--- src/rtl/quad_encoder_gen_pkg.sv ---
// quad_encoder_gen_pkg: shared state encoding, phase table and defaults for the quadrature generator.
package quad_encoder_gen_pkg;
    typedef enum logic [1:0] {IDLE, RUN, DONE} state_t;
    localparam int MIN_EDGE_CYCLES_DEF = 2;
    // {a,b} per phase; adjacent entries differ in one bit
    localparam logic [1:0] PHASE_AB [4] = '{2'b00, 2'b10, 2'b11, 2'b01};
endpackage

--- src/rtl/quad_encoder_gen_edge_timer.sv ---
// quad_encoder_gen_edge_timer: loadable down-counter that pulses expire once per latched period.
module quad_encoder_gen_edge_timer #(
    parameter int PERIOD_W = 24
) (
    input  logic                CLK,
    input  logic                reset_n,
    input  logic                load,
    input  logic                en,
    input  logic [PERIOD_W-1:0] period,
    output logic                expire
);
    logic [PERIOD_W-1:0] cnt;
    logic [PERIOD_W-1:0] reload;
    assign expire = en && cnt == PERIOD_W'(1);
    // The load cycle itself counts as the first cycle of the first interval
    always_ff @(posedge CLK) begin
        if (!reset_n) begin
            cnt    <= '0;
            reload <= '0;
        end else if (load) begin
            reload <= period;
            cnt    <= period - PERIOD_W'(1);
        end else if (expire) begin
            cnt <= reload;
        end else if (en) begin
            cnt <= cnt - PERIOD_W'(1);
        end
    end
endmodule

--- src/rtl/quad_encoder_gen.sv ---
// quad_encoder_gen: emits a commanded number of quadrature A/B edges at a commanded period and direction.
module quad_encoder_gen
    import quad_encoder_gen_pkg::*;
#(
    parameter int MIN_EDGE_CYCLES = MIN_EDGE_CYCLES_DEF,
    parameter int STEP_W          = 32,
    parameter int PERIOD_W        = 24
) (
    input  logic                     CLK,
    input  logic                     reset_n,
    input  logic                     cmd_valid,
    output logic                     cmd_ready,
    input  logic signed [STEP_W-1:0] cmd_steps,
    input  logic [PERIOD_W-1:0]      cmd_period,
    input  logic                     abort,
    output logic                     a,
    output logic                     b,
    output logic                     busy,
    output logic                     done,
    output logic signed [STEP_W-1:0] position
);
    state_t              state;
    logic [1:0]          phase;
    logic [1:0]          phase_nxt;
    logic                dir;
    logic [STEP_W:0]     remaining;
    logic [STEP_W:0]     steps_ext;
    logic [STEP_W:0]     steps_mag;
    logic [PERIOD_W-1:0] period_eff;
    logic                load;
    logic                tick_en;
    logic                expire;

    // One extra bit so the most-negative count has a representable magnitude
    assign steps_ext  = {cmd_steps[STEP_W-1], cmd_steps};
    assign steps_mag  = cmd_steps[STEP_W-1] ? -steps_ext : steps_ext;
    assign period_eff = cmd_period < PERIOD_W'(MIN_EDGE_CYCLES) ? PERIOD_W'(MIN_EDGE_CYCLES) : cmd_period;
    assign load       = state == IDLE && cmd_valid;
    assign tick_en    = state == RUN && !abort && remaining != '0;
    assign phase_nxt  = dir ? phase + 2'd1 : phase - 2'd1;
    assign cmd_ready  = state == IDLE;
    assign busy       = state == RUN;
    assign done       = state == DONE;

    quad_encoder_gen_edge_timer #(.PERIOD_W(PERIOD_W)) u_timer (
        .CLK     (CLK),
        .reset_n (reset_n),
        .load    (load),
        .en      (tick_en),
        .period  (period_eff),
        .expire  (expire)
    );

    always_ff @(posedge CLK) begin
        if (!reset_n) begin
            state     <= IDLE;
            phase     <= '0;
            a         <= 1'b0;
            b         <= 1'b0;
            position  <= '0;
            remaining <= '0;
            dir       <= 1'b1;
        end else begin
            unique case (state)
                IDLE: if (cmd_valid) begin
                    remaining <= steps_mag;
                    dir       <= ~cmd_steps[STEP_W-1];
                    state     <= steps_mag == '0 ? DONE : RUN;
                end
                // Abort wins over an edge due in the same cycle
                RUN: if (abort || remaining == '0) begin
                    state <= DONE;
                end else if (expire) begin
                    phase     <= phase_nxt;
                    {a, b}    <= PHASE_AB[phase_nxt];
                    position  <= dir ? position + STEP_W'(1) : position - STEP_W'(1);
                    remaining <= remaining - (STEP_W+1)'(1);
                end
                DONE: state <= IDLE;
                default: state <= IDLE;
            endcase
        end
    end
endmodule

--- config.mk ---
export PLATFORM = sky130hd
export DESIGN_NAME = quad_encoder_gen
export DESIGN_NICKNAME = d
export VERILOG_FILES = /design/src/rtl/quad_encoder_gen_pkg.sv /design/src/rtl/quad_encoder_gen_edge_timer.sv /design/src/rtl/quad_encoder_gen.sv
export SDC_FILE = /design/constraint.sdc
export NUM_CORES = 1
export LEC_CHECK = 0
export CAP_MARGIN = 40
export CORE_MARGIN = 4
export CORE_UTILIZATION = 62
export CTS_CLUSTER_DIAMETER = 50
export DETAILED_ROUTE_END_ITERATION = 16
export PLACE_DENSITY_LB_ADDON = 0.08
export SLEW_MARGIN = 20
export SYNTH_ARGS = -nofsm -noshare
export SYNTH_HDL_FRONTEND = slang
export SYNTH_SLANG_ARGS = --single-unit
--- constraint.sdc ---
create_clock -name CLK -period 7.9 [get_ports CLK]
set_input_delay 1.185 -clock CLK [delete_from_list [all_inputs] [get_ports CLK]]
set_output_delay 1.185 -clock CLK [all_outputs]
set_load 0.01 [all_outputs]
* Word level (Yosys, flattened, before mapping)
Index checks and enable logic that the tools add are counted.
Storage, ports and cells: register bits 120, memories kept 0, bits in latches 0, bits in read-only memories 0, input port bits 60, RAM bits 0
Operators by class: multiplexer cells 18, $add $sub $neg 8, shift-type cells 0, divide/modulo/power cells 0, multiply operators 0, magnitude comparators 2, equality and inequality tests 7, reductions and logical operators 16, bitwise logic cells 3
Operators by type and width (count):
- 33-bit 2-to-1 mux | 4
- 24-bit 2-to-1 mux | 4
- 33-bit zero test | 2
- 33-bit case mux with 2 select lines | 1
- 24-bit by 1-bit subtractor with 24-bit output (second input constant) | 2
- 33-bit negation | 1
- 33-bit nonzero test | 1
- 33-bit by 1-bit subtractor with 33-bit output (second input constant) | 1
- 32-bit by 2-bit adder with 32-bit output (second input constant) | 1
- 32-bit 2-to-1 mux | 1
- 32-bit by 2-bit subtractor with 32-bit output (second input constant) | 1
- 24-bit by 1-bit == test with 1-bit output (second input constant) | 1
- 24-bit by 2-bit < comparator with 1-bit output (second input constant) | 1
- 2-bit 2-to-1 mux | 6
- 2-bit binary-select mux with 2-bit select | 1
- 1-bit logical AND | 4
- 2-bit by 1-bit != test with 1-bit output (second input constant) | 2
- 2-bit != test (second input constant) | 2
- 2-bit case mux with 2 select lines | 1
- 2-bit AND reduction | 2
- 4-bit AND reduction | 1
- 3-bit >= comparator (second input constant) | 1
- 2-bit inverter with 3-bit output | 1
- 3-bit AND reduction | 1
- 10 further kinds | 11

* Longest topological paths before layout
depth after elaboration 7, gate-level depth with buffers 13

* Modules after synthesis
Synthesis repeated with hierarchy kept, for this count alone.
Second synthesis, totals: cell total of the unflattened synthesis 1217, area total of the unflattened synthesis 9173.8 µm²
Modules (own cells, without submodules):
- quad_encoder_gen | area each 6195.9 µm², sequential area each 1421.4 µm², cells each 845, instances 1
- quad_encoder_gen_edge_timer | area each 2977.9 µm², sequential area each 960.9 µm², cells each 372, instances 1

* Worst setup path after synthesis
Ideal clock, no wire load.
path kind input -> register, start point input port cmd_period[3], end point register u_timer.cnt[20], setup slack 3558 ps, arrival time 4272 ps, stages 13, library setup time 70 ps, path buffers 0, cells stage by stage or3_1 > nor4b_1 > nand2_1 > or4_1 > o21ai_0 > ha_1 > nand3_1 > nor2_1 > nand2_1 > xor2_1 > a21oi_1 > o21ai_0 > a21oi_1
Between the ends: longest elaborated chain between the ends 4
RTL lines:
- start, declared | RTL line quad_encoder_gen.sv:14 | input logic [PERIOD_W-1:0] cmd_period,
- 24-bit by 2-bit < comparator with 1-bit output | RTL line quad_encoder_gen.sv:37 | assign period_eff = cmd_period < PERIOD_W'(MIN_EDGE_CYCLES) ? PERIOD_W'(MIN_EDGE_CYCLES) : cmd_period;
- 24-bit 2-to-1 mux (*) | RTL line quad_encoder_gen.sv:37
- 24-bit by 1-bit subtractor with 24-bit output (*) | RTL line quad_encoder_gen_edge_timer.sv:22 | cnt <= period - PERIOD_W'(1);
- 24-bit 2-to-1 mux (*) | RTL line quad_encoder_gen_edge_timer.sv:20 | end else if (load) begin
- end signal, assigned | RTL line quad_encoder_gen_edge_timer.sv:22
- end signal, assigned | RTL line quad_encoder_gen_edge_timer.sv:24 | cnt <= reload;
- end signal, assigned | RTL line quad_encoder_gen_edge_timer.sv:26 | cnt <= cnt - PERIOD_W'(1);
- end, declared | RTL line quad_encoder_gen_edge_timer.sv:12 | logic [PERIOD_W-1:0] cnt;
Every way passes the cells marked *; elsewhere a longest branch is shown, timed or not. A chain may end at the register's enable or synchronous reset.

* Worst setup path after layout
Same ends and word-level chain as after synthesis.

==> impl_metrics.sql <==
INSERT INTO impl_metrics (metric_group, metric, value, unit) VALUES
('status', 'run_status', 'completed', ''),
('floorplanning', 'fp.dieW', '126.1', 'um'),
('timing', 'timing.setup.tns', '0', 'ns'),
('drt', 'avgViaCountPerCell', '6.487', ''),
('clock_network', 'tritoncts_num_sinks', '119', ''),
('timing', 'tightestPinTransition', '0.8273', 'ns'),
('synthesis', 'number_of_synthesized_flops_with_an_enable_pin', '0', ''),
('timing', 'finalSetupViolations', '0', ''),
('synthesis', 'synthesis.instances', '1212', ''),
('floorplanning', 'start_util', '64.26', '%'),
('layout', 'post_route_cells_drive_above_1_share', '5.120', '%'),
('worst_setup_path', 'worstSetupEndpointType', 'flip-flop', ''),
('clock_network', 'clk_latency', '0.42', 'ns'),
('drt', 'drt-initial-drc-count', '919', ''),
('placed_design', 'post-dp-hpwl', '16800', 'um'),
('power_and_ir_drop', 'ir_worst_vdd', '0.0001476', 'V'),
('worst_setup_path', 'cp-start-kind', 'primary input', ''),
('power_and_ir_drop', 'cellPowerDensity', '179.4', 'nW/um^2'),
('synthesis', 'ys_seq_elements', '119', ''),
('clock_network', 'clk_path_buf_depth', '2', ''),
('timing', 'min_period_over_period', '63.02', '%'),
('global_route', 'maximum_number_of_pins_on_one_net_before_global_route_repair', '61', ''),
('timing', 'period_minus_slack', '4.979', 'ns'),
('hold_path', 'hold_class', 'reg -> reg', ''),
('job', 'cap_viol_max_count', '0', ''),
('global_route', 'antenna_found_initial', '0', ''),
('layout', 'fin_cells', '1465', ''),
('synthesis', 'yosys.area.top_type_share', '27.56', '%'),
('synthesis', 'synth_nets', '1308', ''),
('placed_design', 'numPortBuffers', '96', ''),
('drt', 'drt_total_wl', '24590', 'um'),
('clock_network', 'cts.hold.buffers_added', '0', ''),
('worst_setup_path', 'critical_path.top_delay_family', 'simple AND/OR/NAND/NOR gates', ''),
('layout', 'final.fill_count', '1095', ''),
('timing', 'slew_headroom', '44.42', '%'),
('global_route', 'overflow', '0', ''),
('worst_setup_path', 'critical_path.max_fanout', '5', ''),
('worst_setup_path', 'worst-endpoint-required', '8.25', 'ns'),
('clock_network', 'cts.reportedPaths.clkPinSlew', '0.06', 'ns'),
('drt', 'route.vias.total', '9503', ''),
('timing', 'hold_viol', '0', ''),
('global_route', 'first_global_vias', '8539', ''),
('clock_network', 'htreeDepth', '4', ''),
('clock_network', 'cts_buffers', '17', ''),
('clock_network', 'root_buffer', 'clkbuf_16', ''),
('synthesis', 'synth-main-ff-cell', 'dfxtp_1', ''),
('clock_network', 'cts_tree', 'yes', ''),
('worst_setup_path', 'cp_slowest_stage_delay', '0.62', 'ns'),
('placed_design', 'detailed_place.area', '9724', 'sq um'),
('synthesis', 'async_flop_share', '0', '%'),
('timing', 'grt_setup_unrepaired', 'no', ''),
('worst_setup_path', 'arrival', '5.33', 'ns'),
('drt', 'antenna_left', '0', ''),
('global_route', 'grt_first_pass_wirelength', '40140', 'um'),
('power_and_ir_drop', 'reported_leakage_power', '3.794', 'nW'),
('timing', 'worst_clock_skew', '0.007001', 'ns'),
('global_route', 'gr-usage-all-layers', '29.67', '%'),
('clock_network', 'post_cts_resized', '0', ''),
('clock_network', 'post_cts_buffers', '0', ''),
('worst_setup_path', 'crit_chain', 'clkdlybuf4s50_1 -> or3_1 -> nor4b_1 -> nand2_1 -> or4_1 -> o21ai_0 -> ha_1 -> nand3_1 -> nor2_1 -> nand2_1 -> xor2_1 -> a21oi_1 -> o21ai_0 -> a21oi_1', ''),
('timing', 'timing_max_transition_violations_final', '0', ''),
('floorplanning', 'dieHeight', '126.1', 'um'),
('drt', 'first_drt_pass_iteration_count', '7', ''),
('drt', 'post_drt_wl_per_cell', '16.79', 'um'),
('synthesis', 'syn_area', '8645', 'sq um'),
('worst_setup_path', 'path_buf_inv', '1', ''),
('synthesis', 'synthTopCellsByArea', 'dfxtp_1 (28%), a21oi_1 (8.7%), nand2_1 (7.6%)', ''),
('synthesis', 'ys.warnings.count', '0', ''),
('timing', 'final_critical_path_setup_slack', '2.921', 'ns'),
('layout', 'diode_insertion_count_for_antenna_repair', '0', ''),
('power_and_ir_drop', 'post-layout-total-power', '0.001848', 'W');
## area by class of cell
type	count	area [sq um]	area share, %
Timing Repair Buffer	112	1101	10.69
Sequential cell	119	2382	23.12
Inverter	28	105.1	1.020
Clock buffer	24	481.7	4.676
Tap cell	176	220.2	2.137
Multi-Input combinational cell	998	5916	57.42
Clock inverter	8	96.34	0.9351
## state kept, by name, summed over array words and instances, names as in the netlist
signal / cells
u_timer.cnt: 24
remaining: 33
u_timer.reload: 24
a: 1
state: 2
b: 1
position: 32
phase: 1
dir: 1
## cell usage after synthesis, types with 23 or more instances
library cell / n
xnor2_1: 51
inv_1: 27
a21oi_1: 150
clkbuf_1: 60
a211oi_1: 28
nand2_1: 176
nor3_1: 40
dfxtp_1: 119
xor2_1: 25
nand3_1: 30
ha_1: 35
nor4_1: 23
o21ai_0: 94
nor2_1: 116
## final timing paths
check                     from                end  slack (ns)  cells after the start
max              cmd_period[3]    u_timer.cnt[20]        2.92                     14
min          u_timer.reload[3]  u_timer.reload[3]        0.45                      2
max reg2reg                dir       position[30]        4.04                     12
min reg2reg  u_timer.reload[3]  u_timer.reload[3]        0.45                      2
## worst min-delay path, stage by stage (launching register included)
cell and delay, ns:
dfxtp_1 0.30, nand2_1 0.05, a21oi_1 0.05
## per-layer routing
metal / vias up / track usage [%] / part of all wire (%)
met2: 470 / 48.83 / 47
li1: 4563 / - / -
met1: 4397 / 39.30 / 42
met4: 0 / 10.66 / 2.9
met3: 73 / 4.996 / 7.6
met5: - / 0 / 0
## layout by cell type (no fill, tap or decap), drive strengths merged, types with 10 or more instances in the layout
cell type and instances:
and3 10, or3 18, ha 35, a21oi 150, nand3 30, o22ai 15
nand4 12, xor2 25, clkbuf 24, o21ai 95, nor3 40, a211oi 28
o31ai 15, buf 16, nand2 176, nor4 24, inv 27, a21o 12
nor2 116, dfxtp 119, xnor2 51, nand2b 12, clkdlybuf4s50 96
## kinds of logic (layout without fill, tap and decap cells)
| logic type | Yosys count | in the layout | synth area share [%] |
|---|---|---|---|
| AO/OA/AOI/OAI | 395 | 395 | 27.73 |
| multiplexers | 5 | 5 | 0.6224 |
| adder cells (fa/ha/maj) | 36 | 36 | 5.297 |
| XOR/XNOR | 76 | 76 | 7.700 |
| flip-flops | 119 | 119 | 27.56 |
| AND/OR/NAND/NOR | 486 | 486 | 26.83 |
| buffers and inverters | 95 | 172 | 4.255 |
## stage by stage
step	utilization (%)	hold WS [ns]
final	76.58	0.4506
after global routing	76.58	0.4719
after CTS	76.58	0.4521
after detailed placement	72.28	0.4475
after global placement	72.08	0.4444
after floorplan	-	0.4332
## power by group
part           total [W]  internal [W]  switching [W]
clock network   0.000761      0.000487       0.000274
registers       0.000680      0.000641      0.0000396
logic           0.000407      0.000156       0.000251
total            0.00185       0.00128       0.000564
Note: power is estimated with default switching activity, not from simulation.
